`src/rtl/store_pkg.sv`:
```
// ---------------------------------------------------------------------------
// store_pkg
//   Shared definitions for the store path (and the load extension path):
//   access-size encodings, store_rmw_unit FSM state codes, and a helper that
//   flags illegal or misaligned accesses.
// ---------------------------------------------------------------------------
package store_pkg;

  // Access-size encodings, shared with the load sign-extension datapath.
  localparam logic [1:0] SIZE_BYTE = 2'b00;
  localparam logic [1:0] SIZE_HALF = 2'b01;
  localparam logic [1:0] SIZE_WORD = 2'b10;
  localparam logic [1:0] SIZE_ILL  = 2'b11;

  // store_rmw_unit FSM state codes.
  typedef logic [2:0] store_state_t;
  localparam store_state_t ST_IDLE    = 3'd0;
  localparam store_state_t ST_RD_REQ  = 3'd1;
  localparam store_state_t ST_RD_WAIT = 3'd2;
  localparam store_state_t ST_WR      = 3'd3;
  localparam store_state_t ST_DONE    = 3'd4;
  localparam store_state_t ST_ERR     = 3'd5;

  // True when a store of this size cannot be issued at this byte offset.
  function automatic logic size_illegal(input logic [1:0] size, input logic [1:0] offset);
    logic bad;
    bad = 1'b0;
    case (size)
      SIZE_BYTE: bad = 1'b0;
      SIZE_HALF: bad = offset[0];
      SIZE_WORD: bad = (offset != 2'b00);
      default:   bad = 1'b1;
    endcase
    return bad;
  endfunction

endpackage

```
`src/rtl/lane_merge.sv`:
```
// ---------------------------------------------------------------------------
// lane_merge
//   Combinational little-endian lane merge for read-modify-write stores.
//   Ports:
//     old_word  in  32  word read back from memory
//     data      in  32  store data (only low byte/half used for narrow sizes)
//     size      in  2   access size (store_pkg encodings)
//     offset    in  2   byte offset of the store within the word
//     merged    out 32  old_word with the addressed lane(s) replaced
// ---------------------------------------------------------------------------
module lane_merge
  import store_pkg::*;
(
  input  logic [31:0] old_word,
  input  logic [31:0] data,
  input  logic [1:0]  size,
  input  logic [1:0]  offset,
  output logic [31:0] merged
);

  genvar gi;
  generate
    for (gi = 0; gi < 4; gi++) begin : g_lane
      logic       sel;
      logic [7:0] src;

      always_comb begin
        sel = 1'b0;
        src = data[8*gi +: 8];
        case (size)
          SIZE_BYTE: begin
            sel = (offset == 2'(gi));
            src = data[7:0];
          end
          SIZE_HALF: begin
            // Lane pair chosen by offset[1]; low half of data feeds it.
            sel = (offset[1] == 1'(gi / 2));
            src = data[8*(gi % 2) +: 8];
          end
          SIZE_WORD: begin
            sel = 1'b1;
            src = data[8*gi +: 8];
          end
          default: begin
            sel = 1'b0;
            src = data[8*gi +: 8];
          end
        endcase
      end

      assign merged[8*gi +: 8] = sel ? src : old_word[8*gi +: 8];
    end
  endgenerate

endmodule

```
`src/rtl/store_rmw_unit.sv`:
```
// ---------------------------------------------------------------------------
// store_rmw_unit
//   Narrows a register value to byte/half/word and writes it to a word-wide
//   data memory. Narrow stores read the word, merge the new lane(s), and
//   write it back; word stores go straight to the write phase.
//   Ports:
//     clk_i, rst_i          clock, async active-high reset
//     req_i/addr_i/wdata_i/size_i   store request (sampled in IDLE only)
//     busy_o                high in every non-IDLE state
//     done_o / err_o        one-cycle completion / abort pulses
//     mem_addr_o            word-aligned memory address
//     mem_rd_o, mem_rdata_i, mem_rvalid_i   read phase
//     mem_wr_o, mem_wdata_o, mem_wack_i     write phase
// ---------------------------------------------------------------------------
module store_rmw_unit
  import store_pkg::*;
#(
  parameter int ADDR_W      = 32,
  parameter int TIMEOUT_CYC = 255
) (
  input  logic              clk_i,
  input  logic              rst_i,
  input  logic              req_i,
  input  logic [ADDR_W-1:0] addr_i,
  input  logic [31:0]       wdata_i,
  input  logic [1:0]        size_i,
  output logic              busy_o,
  output logic              done_o,
  output logic              err_o,
  output logic [ADDR_W-1:0] mem_addr_o,
  output logic              mem_rd_o,
  input  logic [31:0]       mem_rdata_i,
  input  logic              mem_rvalid_i,
  output logic              mem_wr_o,
  output logic [31:0]       mem_wdata_o,
  input  logic              mem_wack_i
);

  localparam int CNT_W = (TIMEOUT_CYC < 2) ? 1 : $clog2(TIMEOUT_CYC);
  // Counter value in the last permitted wait cycle of a phase.
  localparam logic [CNT_W-1:0] CNT_LAST = CNT_W'(TIMEOUT_CYC - 1);

  store_state_t      state_reg;
  logic [1:0]        off_reg;
  logic [1:0]        size_reg;
  logic [31:0]       wdata_reg;
  logic [CNT_W-1:0]  cnt_reg;
  logic [ADDR_W-1:0] mem_addr_reg;
  logic [31:0]       mem_wdata_reg;
  logic [31:0]       merged;
  logic              timeout_hit;

  lane_merge u_lane_merge (
    .old_word (mem_rdata_i),
    .data     (wdata_reg),
    .size     (size_reg),
    .offset   (off_reg),
    .merged   (merged)
  );

  assign timeout_hit = (cnt_reg == CNT_LAST);

  // Strobes decode straight from the state register so an asynchronous
  // reset drops them in the same cycle, with no partial write left behind.
  assign busy_o      = (state_reg != ST_IDLE);
  assign done_o      = (state_reg == ST_DONE);
  assign err_o       = (state_reg == ST_ERR);
  assign mem_rd_o    = (state_reg == ST_RD_REQ);
  assign mem_wr_o    = (state_reg == ST_WR);
  assign mem_addr_o  = mem_addr_reg;
  assign mem_wdata_o = mem_wdata_reg;

  always_ff @(posedge clk_i or posedge rst_i) begin
    if (rst_i) begin
      state_reg     <= ST_IDLE;
      off_reg       <= 2'b00;
      size_reg      <= SIZE_BYTE;
      wdata_reg     <= '0;
      cnt_reg       <= '0;
      mem_addr_reg  <= '0;
      mem_wdata_reg <= '0;
    end else begin
      case (state_reg)
        ST_IDLE: begin
          if (req_i) begin
            off_reg      <= addr_i[1:0];
            size_reg     <= size_i;
            wdata_reg    <= wdata_i;
            mem_addr_reg <= {addr_i[ADDR_W-1:2], 2'b00};
            cnt_reg      <= '0;
            if (size_illegal(size_i, addr_i[1:0])) begin
              state_reg <= ST_ERR;
            end else if (size_i == SIZE_WORD) begin
              // Full word needs no merge: write data is the register value.
              mem_wdata_reg <= wdata_i;
              state_reg     <= ST_WR;
            end else begin
              state_reg <= ST_RD_REQ;
            end
          end
        end
        ST_RD_REQ: begin
          cnt_reg   <= '0;
          state_reg <= ST_RD_WAIT;
        end
        ST_RD_WAIT: begin
          // Data arriving in the final wait cycle still wins over timeout.
          if (mem_rvalid_i) begin
            mem_wdata_reg <= merged;
            cnt_reg       <= '0;
            state_reg     <= ST_WR;
          end else if (timeout_hit) begin
            cnt_reg   <= '0;
            state_reg <= ST_ERR;
          end else begin
            cnt_reg <= cnt_reg + CNT_W'(1);
          end
        end
        ST_WR: begin
          if (mem_wack_i) begin
            cnt_reg   <= '0;
            state_reg <= ST_DONE;
          end else if (timeout_hit) begin
            cnt_reg   <= '0;
            state_reg <= ST_ERR;
          end else begin
            cnt_reg <= cnt_reg + CNT_W'(1);
          end
        end
        ST_DONE: begin
          cnt_reg   <= '0;
          state_reg <= ST_IDLE;
        end
        ST_ERR: begin
          cnt_reg   <= '0;
          state_reg <= ST_IDLE;
        end
        default: begin
          cnt_reg   <= '0;
          state_reg <= ST_IDLE;
        end
      endcase
    end
  end

endmodule

```
`config.mk`:
```
export PLATFORM = sky130hd
export DESIGN_NAME = store_rmw_unit
export DESIGN_NICKNAME = d
export VERILOG_FILES = /design/src/rtl/store_pkg.sv /design/src/rtl/lane_merge.sv /design/src/rtl/store_rmw_unit.sv
export SDC_FILE = /design/constraint.sdc
export NUM_CORES = 1
export LEC_CHECK = 0
export CAP_MARGIN = 20
export CORE_AREA = 2 2 121 123
export CTS_BUF_LIST = sky130_fd_sc_hd__clkbuf_8 sky130_fd_sc_hd__clkbuf_16
export DETAILED_ROUTE_END_ITERATION = 6
export DIE_AREA = 0 0 123 125
export HOLD_SLACK_MARGIN = 0.1
export PLACE_DENSITY = 0.68
export SYNTH_ARGS = -nofsm -noshare
export SYNTH_HDL_FRONTEND = slang
export SYNTH_SLANG_ARGS = --single-unit
```
`constraint.sdc`:
```
create_clock -name clk_i -period 4.7 [get_ports clk_i]
set_input_delay 1.175 -clock clk_i [delete_from_list [all_inputs] [get_ports clk_i]]
set_output_delay 1.175 -clock clk_i [all_outputs]
set_load 0.01 [all_outputs]
```
==> flow_summary_export.csv <==
group,metric,value,unit
sta,finalMaxSlewViolations,0,
yosys,ys_ff_latch,109,
final_layout,drive_gt1_share,12.6,%
sta,fin_crit_sh,67.1,%
floorplan,coreArea,14200,µm²
min_path,min_path_type,"reg -> reg",
placement,io_buffer_count,169,
drt,route.detailed.drc,0,
yosys,seq_area_frac_synth,49.2,%
sta,tns,0,ns
floorplan,die_y,125,µm
yosys,synth_warnings,0,
cts,cts_buffers,9,
drt,avgViaCountPerCell,5.23,
placement,place.gp.congestion,0.837,
pwr,power.leakage,3.18,nW
yosys,syn_inst,461,
critical_path,endpoint,"mem_wr_o",
critical_path,r2r_start,"size_reg[0]",
final_layout,multi_input_area,2580,µm²
grt,grt_overflow,0,
floorplan,rows,44,
critical_path,r2r-end,"mem_wdata_o[4]",
grt,grt_pass1_wl,21.8,mm
cts,cts_setup_buffers,0,
yosys,mappedNetlistArea,5540,µm²
grt,grt_max_degree,66,
cts,cts.path.max_buffers,2,
final_layout,fin_area,7590,µm²
critical_path,startpoint_type,"flop",
yosys,syn_area_per_cell,12.0,µm²
cts,clkLatencyLatePin,0.34,ns
final_layout,stdcell_count,802,
pwr,p_per_area,655,nW/µm²
final_layout,n_fill_cell,1233,
critical_path,setup.worst_path.class,"reg -> out",
pwr,p_sw_share,37.5,%
pwr,total_power,4.98,mW
sta,slew_headroom,45.3,%
cts,cts_tree,"yes",
yosys,ys_async_sr_fraction,100,%
yosys,synth_edf_count,0,
cts,clkTransAtPathRegs,0.07,ns
grt,grt.total_usage,18.0,%
critical_path,cp_max_fo,14,
grt,grt_antenna_before_repair,0,
pwr,p_int,3.11,mW
outcome,status,"finished, final reports clean",
yosys,ys.flop_type,"dfrtp_1",
drt,wl,14.0,mm
critical_path,cp-startpoint,"state_reg[1]",
sta,worst_pin_slew,0.821,ns
pwr,pwr-share-seq,36.1,%
sta,finClkSkew,0.00490,ns
final_layout,seq_area,2730,µm²
placement,post-dp-hpwl,10.1,mm
placement,place_area,7320,µm²
drt,drt-wirelength-per-cell,17.5,µm
yosys,ys_types,56,
final_layout,antenna_cells,0,
critical_path,cp.arrival,1.98,ns
cts,cts.sinks,109,
drt,drt_first_pass_iters,5,
grt,grt_pass1_vias,4226,
placement,dp_cells,786,
pwr,power_frac_comb,50.0,%
drt,vias,4194,
floorplan,start_util,39.0,%
pwr,switching_power,1.87,mW
critical_path,end_kind,"output port",
cts,cts_root_buf,"clkbuf_16",
critical_path,r2r_setup_slack,2.26,ns
sta,max_freq,317,MHz
pwr,vdd_drop_max,317,µV
sta,min_period,3.15,ns
final_layout,syn2layout_area_growth,37.1,%
sta,finalHoldViolCount,0,
critical_path,worst-r2r-cell-count,4,
sta,setup-violations-final,0,
cts,cts_resized,0,
cts,postCtsHoldBufs,0,
flow_run,cap_violations,0,
floorplan,ioPinCount,172,
cts,h-tree-depth,3,
pwr,clockPowerShare,13.9,%
critical_path,cp.required,3.52,ns
floorplan,fp.dieW,123,µm
drt,dr.first_iter.drc_count,198,
drt,ant_nets,0,
sta,rsz0062_at_grt,"false",
final_layout,final_nets,718,
floorplan,dieArea,15400,µm²
## how the worst min path moves through the flow
stage,startpoint,to,slack (ns),cells past startpoint
final,mem_addr_o[3],mem_addr_o[3],0.48,1
after global routing,wdata_reg[26],wdata_reg[26],0.50,1
after CTS,wdata_reg[23],wdata_reg[23],0.49,1
after detailed placement,mem_wdata_o[0],mem_wdata_o[0],0.47,2
after global placement,wdata_reg[26],wdata_reg[26],0.46,1
after floorplan,wdata_reg[20],wdata_reg[20],0.45,1
## placed cells by master (no fill, tap or decap), drive strengths merged, types with 9 or more instances in the layout
cell type and count:
clkbuf 9, clkdlybuf4s50 169, dfrtp 109, mux2 82, mux2i 32, nand2 66, nor2 15, nor3 14
o221ai 25, o31ai 10
## synthesized netlist by cell type (2+ instances only)
cell	instances	share of area, %
a2111oi_0	6	0.95
a2111oi_4	2	0.99
a211o_1	2	0.32
a311oi_1	2	0.32
and2_1	2	0.23
buf_1	2	0.14
buf_2	17	1.5
buf_4	4	0.54
buf_6	9	1.8
clkbuf_1	2	0.14
dfrtp_1	109	49
ha_1	2	0.45
inv_1	5	0.34
mux2_1	40	8.1
mux2_2	42	8.5
mux2i_1	32	5.8
nand2_1	66	4.5
nand2b_1	5	0.56
nand3_1	3	0.27
nand4_1	2	0.23
nor2_1	13	0.88
nor2b_1	2	0.23
nor3_1	13	1.2
nor3b_1	2	0.27
nor4_1	3	0.34
o211a_1	8	1.4
o21a_1	2	0.27
o21ai_0	5	0.45
o221ai_1	25	4.0
o31ai_1	7	0.95
o31ai_2	2	0.45
## critical path, cell delays in order, from the launching register on
cell	delay (ns)
dfrtp_1	0.66
nor2b_1	0.27
and2_1	0.17
clkdlybuf4s50_1	0.54
## layer usage
layer | global-route usage [%] | up-vias | wire, µm
li1 | - | 1997 | -
met1 | 24.6 | 2041 | 6320
met2 | 29.8 | 147 | 6680
met3 | 3.06 | 9 | 884
met4 | 4.08 | 0 | 152
met5 | 0 | - | 0
## area by class of cell
cell class,instances,area share [%]
clock buffers,9,2.97
clock inverters,7,0.577
inverters,5,0.280
multi-input cells,314,34.0
flip-flops and latches,109,35.9
well taps,184,3.03
repair buffers,174,23.3
## power groups by stage
stage	sequential, mW	clock (mW)	combinational, mW
2_1_floorplan	1.78	0	1.53
3_3_place_gp	1.79	0	2.45
3_5_place_dp	1.81	0	2.50
4_1_cts	1.80	0.714	2.51
5_1_grt	1.86	0.756	2.70
6_report	1.80	0.692	2.49
## logic make-up after synthesis
group	after synthesis	share of synthesized area [%]
muxes	114	22.4
AOI/OAI and AO/OA	70	11.9
adders and majority gates	2	0.452
DFF	109	49.2
xor gates and xnor gates	2	0.316
other	1	0.0677
buffers and inverters	39	4.52
and+or+nand+nor	124	11.1
## stage by stage
stage               utilization, %  worst slack (ns)  hold slack [ns]
global placement              51.6              1.47            0.463
global route                  53.5              1.47            0.501
finish                        53.5              1.55            0.484
detailed placement            51.6              1.40            0.472
floorplan                        -             0.651            0.452
CTS                           53.5              1.55            0.489
Power figures use the tool's default switching activity.
